File: config.mk
export PLATFORM = sky130hd
export DESIGN_NAME = pulse_stretch_tx
export DESIGN_NICKNAME = d
export VERILOG_FILES = /design/src/rtl/pulse_stretch_tx.sv
export SDC_FILE = /design/constraint.sdc
export NUM_CORES = 1
export LEC_CHECK = 0
export CAP_MARGIN = 15
export CORE_MARGIN = 4
export CORE_UTILIZATION = 46
export CTS_BUF_LIST = sky130_fd_sc_hd__clkbuf_2
export DETAILED_ROUTE_END_ITERATION = 6
export GPL_TIMING_DRIVEN = 0
export PLACE_DENSITY = 0.68
export SYNTH_ARGS = -nofsm -noshare
export SYNTH_HDL_FRONTEND = slang
export SYNTH_SLANG_ARGS = --single-unit
File: constraint.sdc
create_clock -name clka -period 1.8 [get_ports clka]
set_input_delay 0.36 -clock clka [delete_from_list [all_inputs] [get_ports clka]]
set_output_delay 0.36 -clock clka [all_outputs]
set_load 0.01 [all_outputs]
File: src/rtl/pulse_stretch_tx.sv
// pulse_stretch_tx: turns single-cycle events on clka into stretched
// high intervals (STRETCH cycles high, at least GAP cycles low). A slower
// clock domain can then see each event through its synchronizer and edge
// detector. Events that arrive while an interval is in flight are queued
// as a pending count and are sent in arrival order.
// Optional feature: define PULSE_STRETCH_DROP_CNT_EN to add the drop_cnt
// output, a saturating count of dropped pulses.
module pulse_stretch_tx #(
    parameter int STRETCH = 3,
    parameter int GAP     = 3,
    parameter int PEND_W  = 4
) (
    input  logic              clka,
    input  logic              rst_n,
    input  logic              pulse_in,
    output logic              level_out,
    output logic              busy,
    output logic [PEND_W-1:0] pend_cnt,
    output logic              ovf
`ifdef PULSE_STRETCH_DROP_CNT_EN
    ,
    output logic [7:0]        drop_cnt
`endif
);

    localparam int MAX_PHASE = (STRETCH > GAP) ? STRETCH : GAP;
    localparam int CNT_W     = (MAX_PHASE > 1) ? $clog2(MAX_PHASE) : 1;

    localparam logic [CNT_W-1:0]  HIGH_LOAD = CNT_W'(STRETCH - 1);
    localparam logic [CNT_W-1:0]  LOW_LOAD  = CNT_W'(GAP - 1);
    localparam logic [PEND_W-1:0] PEND_MAX  = '1;

    typedef enum logic [1:0] {
        IDLE = 2'd0,
        HIGH = 2'd1,
        LOW  = 2'd2
    } state_t;

    state_t             state;
    state_t             nxt_state;
    logic [CNT_W-1:0]   phase;
    logic [CNT_W-1:0]   nxt_phase;
    logic [PEND_W-1:0]  nxt_pend;
    logic               last_low;
    logic               consumed;
    logic               drop;

    // Saturating 8-bit increment for the drop counter.
    function automatic logic [7:0] sat_inc8(input logic [7:0] v);
        return (v == 8'hFF) ? v : v + 8'd1;
    endfunction

    // Next-state, phase and pending-count decisions for the current cycle.
    // phase counts down the cycles remaining in HIGH or LOW; zero marks the
    // last cycle of that state.
    always_comb begin
        nxt_state = state;
        nxt_phase = phase;
        nxt_pend  = pend_cnt;
        drop      = 1'b0;
        last_low  = (state == LOW) && (phase == '0);
        // A pulse starts a transfer immediately if nothing is queued ahead
        // of it and the transmitter is free to start one next cycle.
        consumed  = pulse_in && ((state == IDLE) || (last_low && (pend_cnt == '0)));

        case (state)
            IDLE: begin
                if (pulse_in) begin
                    nxt_state = HIGH;
                    nxt_phase = HIGH_LOAD;
                end
            end
            HIGH: begin
                if (phase == '0) begin
                    nxt_state = LOW;
                    nxt_phase = LOW_LOAD;
                end else begin
                    nxt_phase = phase - CNT_W'(1);
                end
            end
            LOW: begin
                if (phase == '0) begin
                    if ((pend_cnt != '0) || pulse_in) begin
                        nxt_state = HIGH;
                        nxt_phase = HIGH_LOAD;
                    end else begin
                        nxt_state = IDLE;
                        nxt_phase = '0;
                    end
                end else begin
                    nxt_phase = phase - CNT_W'(1);
                end
            end
            default: begin
                nxt_state = IDLE;
                nxt_phase = '0;
            end
        endcase

        // Dequeue on the last LOW cycle; a simultaneous new pulse takes the
        // freed slot, so the count stays put and nothing is lost.
        if (last_low && (pend_cnt != '0)) begin
            if (!pulse_in) begin
                nxt_pend = pend_cnt - PEND_W'(1);
            end
        end else if (pulse_in && !consumed) begin
            if (pend_cnt == PEND_MAX) begin
                drop = 1'b1;
            end else begin
                nxt_pend = pend_cnt + PEND_W'(1);
            end
        end
    end

    // State, phase and all outputs are registered; reset aborts any transfer
    // and discards queued pulses.
    always_ff @(posedge clka) begin
        if (!rst_n) begin
            state     <= IDLE;
            phase     <= '0;
            level_out <= 1'b0;
            busy      <= 1'b0;
            pend_cnt  <= '0;
            ovf       <= 1'b0;
`ifdef PULSE_STRETCH_DROP_CNT_EN
            drop_cnt  <= 8'd0;
`endif
        end else begin
            state     <= nxt_state;
            phase     <= nxt_phase;
            level_out <= (nxt_state == HIGH);
            busy      <= (nxt_state != IDLE) || (nxt_pend != '0);
            pend_cnt  <= nxt_pend;
            ovf       <= ovf | drop;
`ifdef PULSE_STRETCH_DROP_CNT_EN
            if (drop) begin
                drop_cnt <= sat_inc8(drop_cnt);
            end
`endif
        end
    end

endmodule
==> run summary, run 1 <==
Drt drc -> 0
Register area share after synthesis -> 31.26%
Crit. End Element -> flip-flop
Metal2 WL -> 635 µm
Fin crit share -> 96.65%
Max Slew Vio Count -> 0
Layout net count -> 108
P&R area growth vs syn -> 22.91%
CTS buffer count -> 3
Port bufs -> 9
Total GRT Usage -> 15.71%
Synth Instances -> 86
Pwr per Cell Area -> 1017 nW/µm²
Ant diodes -> 0
Die area -> 2221 µm²
Leakage -> 0.3516 nW
CP Launch Type -> flip-flop
Post-CTS Setup Inserts -> 0
Clk_lat worst skew -> 280 ps
Worst endpoint required time -> 1950 ps
Setup_tns -> 0 ps
Ys Warns -> 0
R2r setup slk -> 60 ps
Hold Path Origin -> ovf
DRT Pass-1 Iters -> 4
Top-area cell type share of the netlist area -> 31.26%
First-pass GRT wire length -> 2.394 mm
Highest metal layer with signal wires -> met4
Root buf cell -> clkbuf_2
Final Hold Fails -> 0
Vias in the first global route -> 542
# hold bufs at CTS -> 0
# clock sinks -> 11
Final ANT Viol Nets -> 0
R2r endpoint -> busy
Slew margin rel. -> 73.85%
Post-synth EDFFs -> 0
Max FO, Critical Path -> 8
R2R cell count -> 7
Row count -> 13
Synth area leaders -> dfxtp_1, ha_1, nor2_1
Max Fclk -> 574.8 MHz
DR WL met3 -> 51 µm
Hold Path Cell Cnt -> 2
Cell area after synthesis -> 704.4 µm²
Final HPWL DP -> 1.072 mm
Largest net degree at the start of global routing -> 11
CTS tree -> built
RSZ-0062 raised after global routing -> false
H-tree depth reported by CTS -> 1
Maximum VDD drop -> 0.6353 mV
RD Place Congestion -> 0.7555
Ys flop type -> dfxtp_1
Synthesized Nets -> 94
DRC marker count from the first detailed-route iteration -> 8
Hold EP -> ovf
Final Critical Period -> 1740 ps
Drt via density -> 5.667
Layout cells sized above 1 -> 16.16%
Actual slew at the worst max-slew pin -> 392.3 ps
Reg2reg start -> phase[1]
Gr ovfl total -> 0
Top-count cell post-synth -> nor2_1
Initial antenna violation count -> 0
Clock Skew -> 12.86 ps
Core box area -> 1366 µm²
CTS Buffer Depth -> 2
HP Class -> flip-flop to flip-flop
Cell taking the most area after synthesis -> dfxtp_1
Status -> complete, no violations
Wl on met1 -> 848 µm
Reg clk slew, reported paths -> 130 ps
Post-synth top cells -> nor2_1, dfxtp_1, a21oi_1
Async S/R FF share, synth -> 0%
Yosys reg bits -> 11
Fillers -> 128
Max Cap Viol -> 0
I/O pins -> 10
Pre-CTS setup slack -> -181.0 ps
Area of the multi-input gates -> 469.2 µm²
Die Y -> 47.13 µm
Final WS setup -> 60.33 ps
WL/cell -> 13.75 µm
Pwr Total -> 0.0008803 W
Finish-stage setup viols -> 0
Die width -> 47.13 µm
Post-Syn Area per Cell -> 8.191 µm²
Yosys cell types -> 36
FF+latch area -> 225.2 µm²
WL final -> 1.568 mm
Vias -> 646
CP Data Arrival Time -> 1890 ps
Setup CP Type -> flip-flop to flip-flop
Initial core utilization -> 51.56%
[flip-flops by register name (all words and copies together) (netlist names)]
| signal | count |
|---|---|
| busy | 1 |
| state | 2 |
| ovf | 1 |
| phase | 2 |
| pend_cnt | 4 |
| level_out | 1 |
[layer usage]
layer	vias up	GRT usage [%]
met5	-	0
met4	0	8.287
met3	5	3.448
met2	13	20.60
met1	297	23.45
li1	331	-
[cell families after synthesis]
group | count (synthesis) | share of synthesized area (%)
adders and majority gates | 5 | 8.881
buffers and inverters | 9 | 6.038
DFF | 11 | 31.26
muxes | 1 | 2.131
AOI/OAI and AO/OA | 26 | 25.05
xor gates and xnor gates | 2 | 2.487
and+or+nand+nor | 32 | 24.16
[worst max-delay path, cell delays in order (launching register included)]
cell and delay (ps):
dfxtp_1 410, inv_1 90, ha_4 200, nor2b_2 180, o211ai_1 150, mux2_4 310, o22ai_2 150, a41oi_1 130
[report_power, final]
group | total, W | internal, W | switching, W | leakage (nW)
registers | 0.000320 | 0.000284 | 0.0000361 | 0.0913
logic | 0.000403 | 0.000204 | 0.000199 | 0.244
clock network | 0.000157 | 0.0000589 | 0.0000978 | 0.0166
total | 0.000880 | 0.000547 | 0.000333 | 0.352
[worst max path at each step]
stage | start | end | slack (ps) | cells past startpoint
2_1_floorplan | pend_cnt[0] | busy | 110 | 7
6_report | phase[1] | busy | 60 | 7
3_3_place_gp | pulse_in | busy | -190 | 6
5_1_grt | pend_cnt[0] | busy | 6 | 7
3_5_place_dp | pulse_in | busy | -180 | 6
4_1_cts | phase[0] | busy | 40 | 7
[cells in the final DEF, fill, tap and decap left out, types with 2 or more instances in the layout]
cell type / instances
nand3_1: 2
clkbuf_1: 2
nor3_1: 2
nor2_1: 13
dfxtp_1: 9
ha_4: 2
clkbuf_2: 4
a21oi_1: 8
clkdlybuf4s50_1: 9
ha_1: 3
inv_1: 4
nand2_1: 5
o21ai_0: 5
xnor2_1: 2
o211a_1: 2
[cell type report]
cell class	count	area share [%]
inverters	5	2.168
plain buffers	4	2.746
well taps	15	2.168
flip-flops and latches	11	26.01
multi-input cells	66	54.19
repair buffers	9	10.40
clock buffers	4	2.312
[per-stage QoR]
step                      hold WS (ps)  cell area (µm²)  cells  util, %
after detailed placement         461.2            813.3    110    59.52
after global routing             543.8            865.8    114    63.37
after global placement           452.7            813.3    110    59.52
final                            485.8            865.8    114    63.37
after floorplan                  481.7            704.4     86        -
after CTS                        487.5            839.6    114    61.45
[repair_timing]
item,4_1_cts,5_1_grt
setup endpoints to repair,1,1
cloned,0,0
pin swaps,0,1
gates resized for setup,3,5
(Power assumes the default switching activity.)
==> inputs of run 2 (changes only) <==
--- a/config.mk
+++ b/config.mk
@@ -9,6 +9,7 @@
 export CORE_MARGIN = 4
 export CORE_UTILIZATION = 46
 export CTS_BUF_LIST = sky130_fd_sc_hd__clkbuf_2
+export CTS_CLUSTER_SIZE = 20
 export DETAILED_ROUTE_END_ITERATION = 6
 export GPL_TIMING_DRIVEN = 0
 export PLACE_DENSITY = 0.68
==> results of run 2 <==
Same layout as run 1: the final DEF is identical, and so are final timing and power.
==> inputs of run 3 (changes only) <==
--- a/config.mk
+++ b/config.mk
@@ -6,13 +6,12 @@
 export NUM_CORES = 1
 export LEC_CHECK = 0
 export CAP_MARGIN = 15
-export CORE_MARGIN = 4
-export CORE_UTILIZATION = 46
+export CORE_AREA = 4 4 41 43
 export CTS_BUF_LIST = sky130_fd_sc_hd__clkbuf_2
 export CTS_CLUSTER_SIZE = 20
 export DETAILED_ROUTE_END_ITERATION = 6
-export GPL_TIMING_DRIVEN = 0
-export PLACE_DENSITY = 0.68
+export DIE_AREA = 0 0 45 47
+export PLACE_DENSITY = 0.77
 export SYNTH_ARGS = -nofsm -noshare
 export SYNTH_HDL_FRONTEND = slang
 export SYNTH_SLANG_ARGS = --single-unit
==> constraint.sdc (replaced) <==
create_clock -name clka -period 1.69 [get_ports clka]
set_input_delay 0.338 -clock clka [delete_from_list [all_inputs] [get_ports clka]]
set_output_delay 0.338 -clock clka [all_outputs]
set_load 0.01 [all_outputs]
==> run summary, run 3 (same netlist as run 1, synthesis figures left out) <==
Status -> complete, no violations
Initial core utilization -> 54.13% (+2.6 points)
Port bufs -> 9 (unchanged)
Actual slew at the worst max-slew pin -> 331.4 ps (-60.83 ps)
Leakage -> 0.3977 nW (+13%)
Drt drc -> 0 (unchanged)
Die Y -> 47 µm (-0.28%)
Pwr per Cell Area -> 1047 nW/µm² (+3.0%)
Largest net degree at the start of global routing -> 12 (+1)
Area of the multi-input gates -> 496.7 µm² (+5.9%)
Root buf cell -> clkbuf_2
Die width -> 45 µm (-4.5%)
Vias in the first global route -> 671 (+24%)
Reg with most FFs -> pend_cnt
Final Hold Fails -> 0 (unchanged)
Setup CP Type -> input pin to flip-flop
WL final -> 1.758 mm (+12%)
Placed Cells -> 116 (+5.5%)
First-pass GRT wire length -> 2.842 mm (+19%)
Drt via density -> 5.795 (+2.3%)
DRC marker count from the first detailed-route iteration -> 19 (+11)
Layout cells sized above 1 -> 32.71% (+17 points)
Finish-stage setup viols -> 0 (unchanged)
Max Slew Vio Count -> 0 (unchanged)
Most common cell after layout, fill and taps aside -> nor2_1
Core box area -> 1301 µm² (-4.8%)
Max FO, Critical Path -> 4 (-4)
Final HPWL DP -> 1.215 mm (+13%)
Final Critical Period -> 1642 ps
WL/cell -> 14.41 µm (+4.8%)
Fin crit share -> 97.19%
P&R area growth vs syn -> 37.66%
CP startpoint -> pulse_in
I/O pins -> 10 (unchanged)
# hold bufs at CTS -> 0 (unchanged)
Max Cap Viol -> 0 (unchanged)
Reg2reg start -> pend_cnt[0]
Hold Path Origin -> ovf
Final Instance Count excl. Fillers -> 122 (+7.0%)
Worst Path Buf+Inv -> 1 (unchanged)
Final WS setup -> 47.50 ps (-12.82 ps)
Slowest stage delay, CP -> 430 ps (+20 ps)
Layout net count -> 116 (+7.4%)
Clock Skew -> 9.738 ps (-3.123 ps)
Total GRT Usage -> 19.13% (+3.4 points)
CP delay by family, top -> simple AND/OR/NAND/NOR gates
H-tree depth reported by CTS -> 1 (unchanged)
Maximum VDD drop -> 0.5984 mV (-5.8%)
RD Place Congestion -> 0.8922 (+18%)
CP Launch Type -> input pin
Gr ovfl total -> 0 (unchanged)
Pre-CTS setup slack -> -191.0 ps (-10.06 ps)
Clk_lat worst skew -> 260 ps (-20 ps)
Row count -> 13 (unchanged)
Utilization after layout -> 74.52% (+11 points)
DRT Pass-1 Iters -> 5 (+1)
Max Fclk -> 608.8 MHz
CTS tree -> built
Vias -> 707 (+9.4%)
HP Class -> flip-flop to flip-flop
Ant diodes -> 0 (unchanged)
Most frequent cells in the layout -> nor2_1, buf_4, clkdlybuf4s50_1
Flip-flop count of the largest register after layout -> 4 (unchanged)
CP Data Arrival Time -> 1780 ps (-110 ps)
Biggest regs -> pend_cnt x4, phase x2, state x2
Die area -> 2115 µm² (-4.8%)
Slowest CP cell -> clkdlybuf4s50_1
Cells along the critical path -> clkdlybuf4s50_1, and4bb_4, nand2_2, mux2_4, o22ai_2, a41oi_1
Worst endpoint required time -> 1830 ps (-120 ps)
Fillers -> 99 (-23%)
# clock sinks -> 11 (unchanged)
FF+latch area -> 230.2 µm² (+2.2%)
Crit. End Element -> flip-flop
Initial antenna violation count -> 0 (unchanged)
CTS Buffer Depth -> 2 (unchanged)
Final ANT Viol Nets -> 0 (unchanged)
Reg clk slew, reported paths -> 100 ps (-30 ps)
Slew margin rel. -> 77.67% (+3.8 points)
Pwr Total -> 0.001015 W (+15%)
CTS buffer count -> 3 (unchanged)
==> run 3: cell count changes in the layout (fill, tap and decap cells not counted), sizes merged <==
cell / delta
buf: +10
clkbuf: -2
==> run 3: final timing paths <==
kind	end	slack, ps	cells past startpoint
worst max-delay path	busy	50	6
worst min-delay path	ovf	500	2
worst max register to register	busy	60	7
worst min register to register	ovf	500	2
==> run 3: worst reg2reg max path, cell delays in order, from the launching register on <==
cell and delay [ps]:
dfxtp_4 380, inv_4 60, ha_4 120, or3b_4 420, nand3_4 90, a21oi_2 50
a31oi_1 230, a41oi_1 140
==> run 3: routing by layer <==
layer / vias to the layer above / routed length [µm] / track usage (%) / share of wire (%)
met5: - / 0 / 0 / 0
met4: 0 / 38 / 11.11 / 2.2
met3: 8 / 117 / 7.663 / 6.7
met2: 36 / 822 / 29.66 / 47
met1: 309 / 780 / 22.35 / 44
li1: 354 / - / - / -
==> run 3: layout make-up <==
class                      count  area share (%)
multi-input combinational     66           51.23
sequential                    11           23.74
timing repair buffer          21           18.58
inverter                       5           2.452
clock buffer                   4           2.065
tap                           15           1.935
==> run 3: per-stage QoR <==
step / setup TNS, ps / hold WS (ps) / cell area, µm²
after floorplan: 0 / 459.7 / 705.7
after global placement: -165.7 / 452.9 / 865.8
after detailed placement: -269.7 / 465.3 / 865.8
after CTS: 0 / 483.9 / 902.1
after global routing: -4.674 / 515.6 / 969.7
final: 0 / 495.9 / 969.7
==> run 3: repair_timing <==
item	CTS	global route
setup buffers	1	1
pin swaps	0	2
gates resized for setup	3	18
setup endpoints to repair	1	2
==> run 3: power by group <==
| group | internal (W) | switching (W) |
|---|---|---|
| registers | 0.000307 | 0.0000473 |
| clock network | 0.0000628 | 0.0000894 |
| logic | 0.000267 | 0.000242 |
